===== config.mk =====
export PLATFORM = sky130hd
export DESIGN_NAME = dcache_port_arbiter
export DESIGN_NICKNAME = d
export VERILOG_FILES = /design/src/rtl/dcache_port_arbiter.sv
export SDC_FILE = /design/constraint.sdc
export NUM_CORES = 1
export LEC_CHECK = 0
export CAP_MARGIN = 25
export CORE_AREA = 10 10 108 110
export DETAILED_ROUTE_END_ITERATION = 6
export DIE_AREA = 0 0 118 120
export GPL_ROUTABILITY_DRIVEN = 1
export PLACE_DENSITY = 0.95
export SLEW_MARGIN = 20
export SYNTH_ARGS = -nofsm -noshare
export SYNTH_HDL_FRONTEND = slang
export SYNTH_SLANG_ARGS = --single-unit

===== constraint.sdc =====
create_clock -name clk -period 8 [get_ports clk]
set_input_delay 1.6 -clock clk [delete_from_list [all_inputs] [get_ports clk]]
set_output_delay 1.6 -clock clk [all_outputs]
set_load 0.005 [all_outputs]

===== src/rtl/dcache_port_arbiter.sv =====
// Two-requester front end for the single data-cache port. The ROB store-commit
// port and the load/store-buffer load port are arbitrated round-robin. The
// winner is captured into local registers that drive the cache until dc_resp,
// and the cache response is routed back to whichever port owns the transaction.
// A flush squashes the load response but lets the cache access finish.
module dcache_port_arbiter #(
  parameter int XLEN        = 32,
  parameter bit STORE_FIRST = 1'b1
) (
  input  logic            clk,
  input  logic            rst,
  input  logic            flush,
  input  logic            st_write,
  input  logic [XLEN-1:0] st_address,
  input  logic [XLEN-1:0] st_wdata,
  input  logic [3:0]      st_byte_enable,
  output logic            st_resp,
  input  logic            ld_read,
  input  logic [XLEN-1:0] ld_address,
  output logic [XLEN-1:0] ld_rdata,
  output logic            ld_resp,
  output logic            dc_read,
  output logic            dc_write,
  output logic [XLEN-1:0] dc_address,
  output logic [XLEN-1:0] dc_wdata,
  output logic [3:0]      dc_byte_enable,
  input  logic [XLEN-1:0] dc_rdata,
  input  logic            dc_resp
);

  typedef enum logic [1:0] {
    IDLE  = 2'd0,
    LOAD  = 2'd1,
    STORE = 2'd2
  } state_e;

  state_e          state_q, state_d;
  logic            pri_store_q, pri_store_d;
  logic            drop_q, drop_d;
  logic [XLEN-1:0] addr_q, addr_d;
  logic [XLEN-1:0] wdata_q, wdata_d;
  logic [3:0]      be_q, be_d;
  logic            st_elig, ld_elig, grant_st, grant_ld;

  // Control registers: FSM state, round-robin priority and load squash flag.
  always_ff @(posedge clk) begin
    if (rst) begin
      state_q     <= IDLE;
      pri_store_q <= STORE_FIRST;
      drop_q      <= 1'b0;
    end else begin
      state_q     <= state_d;
      pri_store_q <= pri_store_d;
      drop_q      <= drop_d;
    end
  end

  // Captured request; outputs are gated by state, so these need no reset.
  always_ff @(posedge clk) begin
    addr_q  <= addr_d;
    wdata_q <= wdata_d;
    be_q    <= be_d;
  end

  // Round-robin arbitration, only meaningful while idle; flush blocks loads.
  always_comb begin
    st_elig  = st_write;
    ld_elig  = ld_read & ~flush;
    grant_st = (state_q == IDLE) & st_elig & (~ld_elig | pri_store_q);
    grant_ld = (state_q == IDLE) & ld_elig & ~grant_st;
  end

  // Next-state logic: grant from IDLE, finish on dc_resp, remember a flush in LOAD.
  always_comb begin
    state_d     = state_q;
    pri_store_d = pri_store_q;
    drop_d      = drop_q;
    unique case (state_q)
      IDLE: begin
        drop_d = 1'b0;
        if (grant_st) begin
          state_d     = STORE;
          pri_store_d = 1'b0;
        end else if (grant_ld) begin
          state_d     = LOAD;
          pri_store_d = 1'b1;
        end
      end
      LOAD: begin
        if (dc_resp) begin
          state_d = IDLE;
          drop_d  = 1'b0;
        end else if (flush) begin
          drop_d = 1'b1;
        end
      end
      STORE: begin
        if (dc_resp) state_d = IDLE;
      end
      default: state_d = IDLE;
    endcase
  end

  // Capture the granted request; loads are word-aligned and read the full word.
  always_comb begin
    addr_d  = addr_q;
    wdata_d = wdata_q;
    be_d    = be_q;
    if (grant_st) begin
      addr_d  = st_address;
      wdata_d = st_wdata;
      be_d    = st_byte_enable;
    end else if (grant_ld) begin
      addr_d  = {ld_address[XLEN-1:2], 2'b00};
      wdata_d = '0;
      be_d    = 4'b1111;
    end
  end

  // Outputs: drive the cache from the captured copy and route dc_resp to the owner.
  always_comb begin
    dc_read        = 1'b0;
    dc_write       = 1'b0;
    dc_address     = '0;
    dc_wdata       = '0;
    dc_byte_enable = 4'b0000;
    ld_resp        = 1'b0;
    ld_rdata       = '0;
    st_resp        = 1'b0;
    if (!rst) begin
      unique case (state_q)
        LOAD: begin
          dc_read        = 1'b1;
          dc_address     = addr_q;
          dc_wdata       = wdata_q;
          dc_byte_enable = be_q;
          if (dc_resp & ~drop_q & ~flush) begin
            ld_resp  = 1'b1;
            ld_rdata = dc_rdata;
          end
        end
        STORE: begin
          dc_write       = 1'b1;
          dc_address     = addr_q;
          dc_wdata       = wdata_q;
          dc_byte_enable = be_q;
          st_resp        = dc_resp;
        end
        default: ;
      endcase
    end
  end

endmodule


==> results.toml, run 1 <==
[place]
io_buffers = 239
dp_slack_ps = 2395
gp_congestion = 0.7866
detailed_place_hpwl_um = 9809

[synth]
netlist_area_mm2 = 0.003752
syn-num-nets = 428
yosysSeqAreaShare_pct = 56.55
synthTopCellsByArea = "edfxtp_1 (54%), and2_1 (23%), mux2_4 (10%)"
syn_inst = 287
synth_top_area_share_pct = 54.42
ys_ff_latch = 72
yosysWarningCount = 0
avgSynthCellArea_um2 = 13.07
synth_largest_area_cell = "edfxtp_1"
ys_types = 29

[global_routing]
grt_pass1_vias = 3309
grt_first_pass_wirelength_um = 18620
grt_most_used_layer = "met2"
met2_usage_pct = 30.66
grt_use_met1_pct = 15.89
grt_overflow = 0
grt_max_degree = 69
antenna_found_initial = 1
grt_usage_pct = 16.45
use_met3_pct = 8.486

[setup_path]
arrival_ps = 3870
crit_start = "rst"
rr_worst_depth = 6
r2r-end = "addr_q[19]"
critical_path_class = "input pin to primary output"
crit_fanout = 33
r2r_setup_slack_ps = 5440
required_ps = 6400
endpoint = "ld_rdata[19]"
worst_setup_path_start_kind = "input pin"
r2r_start = "state_q[0]"
cp-end-kind = "primary output"

[power]
leakage_nw = 2.424
vdd_drop_max_mv = 0.09910
power.density_mw_per_mm2 = 162.3

[final_layout]
final_cell_mix = "clkdlybuf4s50_1 (239), and2_1 (135), edfxtp_1 (68)"
layout-drive-gt1-share_pct = 10.63
nets = 663
syn_to_final_growth_pct = 72.72
final_common_cell = "clkdlybuf4s50_1"
antennaDiodeCount = 0

[cts]
clk_pin_slew_ps = 80
cts_resized = 0
htreeDepth = 3
cts_hold_buf = 0
root_buffer = "clkbuf_8"
cts_made_buffers = 9
cts_tree = "done"
clock_sinks = 72
cts_setup_buffers = 0
clock_path_buffers = 2
clk_latency_ps = 340

[timing]
maxSlewHeadroom_pct = 37.11
slew_viol_final = 0
final-setup-viol-count = 0
worst_slew_pin_slew_ps = 943.3
fin_crit_sh_pct = 68.38
clock.fmax_ghz = 0.1828
period_needed_ps = 5471
worst_slack_ps = 2529
hold_viol_final = 0
rsz0062_at_grt = "false"
fin_skew_ps = 11.01
setup_tns_ps = 0

[routing]
drc = 0
postRouteAntennaNets = 0
drtIter0Drc = 110
wirelength_um = 12150
wl_per_cell_um = 18.42
num_vias = 2948
drtPass1Iterations = 4
vias_per_cell = 4.467

[die]
die_h_um = 120
start_util_pct = 39.30
top_level_ports = 242
fp.dieArea_mm2 = 0.01416
coreArea_mm2 = 0.009549
die_x_um = 118
row_count = 36

[outcome]
status = "completed"

[flow_run]
drv_cap = 0

[worst_hold_path]
hp-class = "flop to flop"
==> stage by stage <==
step           utilization [%]  instances  instance area, um2  hold slack (ps)  total power [mW]
5_1_grt                  67.87        660                6481            598.9             1.100
3_3_place_gp             65.30        643                6236            527.3            0.7220
3_5_place_dp             65.30        643                6236            553.9            0.7333
4_1_cts                  67.66        659                6461            572.1             1.061
2_1_floorplan                -        287                3752            507.1            0.6009
6_report                 67.87        660                6481            575.3             1.052
==> cell usage after synthesis (all sizes together) <==
cell    instances
a211o           2
a211oi          1
a22oi           1
and2          135
and3            1
buf             5
clkbuf         12
dfxtp           4
edfxtp         68
ha              3
inv             2
mux2           31
nand2           1
nand2b          2
nand3b          1
nor2            4
nor2b           5
nor3            1
nor3b           1
o21a            1
o21ba           1
o32ai           1
or3             4
==> worst min-delay path by stage <==
stage	start	endpoint	depth (start not counted)	slack [ps]
3_3_place_gp	state_q[0]	state_q[0]	2	530
6_report	state_q[0]	state_q[0]	2	580
2_1_floorplan	state_q[0]	state_q[0]	2	510
4_1_cts	state_q[0]	state_q[0]	2	570
3_5_place_dp	state_q[0]	state_q[0]	2	550
5_1_grt	state_q[0]	state_q[0]	2	600
==> area by class of cell <==
| type | count | area, um2 |
|---|---|---|
| fill | 708 | 3068 |
| timing repair buffer | 241 | 2420 |
| sequential | 72 | 2122 |
| multi-input combinational | 196 | 1540 |
| tap | 133 | 166.4 |
| clock buffer | 9 | 123.9 |
| clock inverter | 7 | 101.3 |
| inverter | 2 | 7.507 |
==> cell families after synthesis <==
kind of cell	share of synthesized area (%)
simple gates	26.38
flops	56.55
mux	11.90
buf+inv	2.601
compound gates	1.568
fa+ha+maj	1.000
==> registers in the layout, indices dropped and copies added, names as in the netlist <==
signal,cells
be_q,4
addr_q,32
drop_q,1
pri_store_q,1
state_q,2
wdata_q,32
==> per-layer routing <==
metal	vias up	share of wire, %
met5	-	0.11
li1	1441	-
met4	2	1.1
met1	1365	36
met3	10	9.7
met2	130	54
==> worst max-delay path, stage by stage <==
cell and delay, ps:
clkdlybuf4s50_1 600, nor2b_2 220, and3_1 690, and2_1 250, clkdlybuf4s50_1 520
==> power by group <==
group / leakage (nW) / switching (mW) / internal [mW]
Clock: 0.107 / 0.151 / 0.179
Combinational: 1.61 / 0.0872 / 0.148
Sequential: 0.708 / 0.0104 / 0.477
Total: 2.42 / 0.248 / 0.804
No activity file was read; power rests on OpenSTA's default activity.
==> inputs of run 2 (changes only) <==
--- a/config.mk
+++ b/config.mk
@@ -6,11 +6,11 @@
 export NUM_CORES = 1
 export LEC_CHECK = 0
 export CAP_MARGIN = 25
-export CORE_AREA = 10 10 108 110
+export CORE_AREA = 10 10 118 120
 export DETAILED_ROUTE_END_ITERATION = 6
-export DIE_AREA = 0 0 118 120
+export DIE_AREA = 0 0 128 130
 export GPL_ROUTABILITY_DRIVEN = 1
-export PLACE_DENSITY = 0.95
+export PLACE_DENSITY = 0.88
 export SLEW_MARGIN = 20
 export SYNTH_ARGS = -nofsm -noshare
 export SYNTH_HDL_FRONTEND = slang
==> constraint.sdc (replaced) <==
create_clock -name clk -period 4.78 [get_ports clk]
set_input_delay 0.956 -clock clk [delete_from_list [all_inputs] [get_ports clk]]
set_output_delay 0.956 -clock clk [all_outputs]
set_load 0.005 [all_outputs]
==> run 2 against run 1 <==
Via count is 2.4% higher. Global-route usage is 2.5 points lower. Final cell count is 2.3% higher. Worst hold slack worse by 17 ps. Setup slack worse by 1900 ps. Combinational power is 69% higher. Clock skew is 5.4 ps lower. First-iteration DRC count is 25% lower. Cell area is 1.2% higher. Non-clock buffer count is 3 higher. Critical path type unchanged. Critical endpoint is now ld_rdata[7]. Largest power group unchanged.
==> results.toml, run 2 (synthesized netlist as in run 1, its figures left out) <==
[routing]
wl_per_cell_um = 18.23
postRouteAntennaNets = 0
drtPass1Iterations = 4
num_vias = 3019
drtIter0Drc = 83
vias_per_cell = 4.473
wirelength_um = 12310
drc = 0

[cts]
cts_made_buffers = 9
clock_path_buffers = 2
cts_setup_buffers = 0
clk_pin_slew_ps = 50
clk_latency_ps = 330
cts_hold_buf = 0
cts_resized = 0
htreeDepth = 3
cts_tree = "done"
clock_sinks = 72
root_buffer = "clkbuf_16"

[setup_path]
worst_setup_path_start_kind = "input pin"
r2r-end = "addr_q[8]"
arrival_ps = 3190
cp-end-kind = "primary output"
crit_start = "rst"
r2r_start = "state_q[0]"
required_ps = 3820
crit_fanout = 33
critical_path_class = "input pin to primary output"
r2r_setup_slack_ps = 2380
rr_worst_depth = 6

[flow_run]
drv_cap = 0

[final_layout]
fin_util_pct = 56.02
final_common_cell = "clkdlybuf4s50_1"
design_area_mm2 = 0.006560
nets = 666
reg_top3 = "addr_q (32), wdata_q (32), be_q (4)"
layout-drive-gt1-share_pct = 10.42
syn_to_final_growth_pct = 74.82
final_cell_mix = "clkdlybuf4s50_1 (239), and2_1 (135), edfxtp_1 (68)"
antennaDiodeCount = 0
finalNonFillerCells = 675

[timing]
worst_slew_pin_slew_ps = 959.6
fin_crit_sh_pct = 86.81
hold_viol_final = 0
worst_slack_ps = 630.3
fin_skew_ps = 5.636
rsz0062_at_grt = "false"
maxSlewHeadroom_pct = 36.03
period_needed_ps = 4150
slew_viol_final = 0
final-setup-viol-count = 0
setup_tns_ps = 0
clock.fmax_ghz = 0.2410

[place]
dpl_cell_area_mm2 = 0.006284
gp_congestion = 0.8765
io_buffers = 239
detailed_place_hpwl_um = 10200
dp_slack_ps = 620.0
dp_cells = 661

[die]
start_util_pct = 32.04
die_h_um = 130
fp.dieArea_mm2 = 0.01664
die_x_um = 128
row_count = 40
top_level_ports = 242
coreArea_mm2 = 0.01171

[worst_hold_path]
holdCritStartpoint = "state_q[0]"
hold_depth = 2
min_to = "state_q[0]"
hp-class = "flop to flop"

[global_routing]
grt_overflow = 0
antenna_found_initial = 1
grt_max_degree = 69
grt_first_pass_wirelength_um = 17900
grt_pass1_vias = 3268
grt_usage_pct = 13.95

[power]
vdd_drop_max_mv = 0.1941
leakage_nw = 2.465
power.density_mw_per_mm2 = 281.7

[outcome]
status = "completed"
run 2: changes by cell type in the layout (fill, tap and decap cells not counted), sizes merged:
cell      delta
clkbuf       +1
bufinv       -1
buf          +3
inv          -3
clkinv       +3
clkinvlp     -2
run 2: how the worst max path moves through the flow:
stage                    to  slack, ps  cells after the start
2_1_floorplan     addr_q[0]       1670                      2
3_3_place_gp   ld_rdata[10]        730                      5
3_5_place_dp    ld_rdata[7]        620                      5
4_1_cts         ld_rdata[7]        630                      5
5_1_grt        ld_rdata[14]        450                      5
6_report        ld_rdata[7]        630                      5
run 2: cell type report:
type | count | area, um2
Fill cell | 978 | 5151
Timing Repair Buffer | 244 | 2430
Sequential cell | 72 | 2122
Multi-Input combinational cell | 196 | 1540
Clock buffer | 10 | 229.0
Tap cell | 147 | 183.9
Clock inverter | 4 | 47.55
Inverter | 2 | 7.507
run 2: routing by layer:
layer | track usage [%] | up-vias | share of wire [%]
li1 | - | 1444 | -
met1 | 12.45 | 1407 | 34
met2 | 26.91 | 155 | 54
met3 | 6.126 | 13 | 11
met4 | 5.166 | 0 | 1.3
met5 | 0 | - | 0
run 2: critical path, cell delays in order:
cell and delay, ps:
clkdlybuf4s50_1 590, nor2b_2 190, and3_1 700, and2_1 240
clkdlybuf4s50_1 500
run 2: power breakdown:
| part | leakage, nW | switching (mW) | total (mW) | internal, mW |
|---|---|---|---|---|
| Clock | 0.136 | 0.240 | 0.636 | 0.396 |
| Combinational | 1.62 | 0.146 | 0.396 | 0.249 |
| Sequential | 0.708 | 0.0168 | 0.816 | 0.799 |
run 2: stage by stage:
step,power (mW),hold WS (ps)
after global placement,1.217,523.7
after floorplan,1.006,507.1
after CTS,1.873,562.6
after global routing,1.924,578.0
after detailed placement,1.235,551.5
final,1.848,557.8
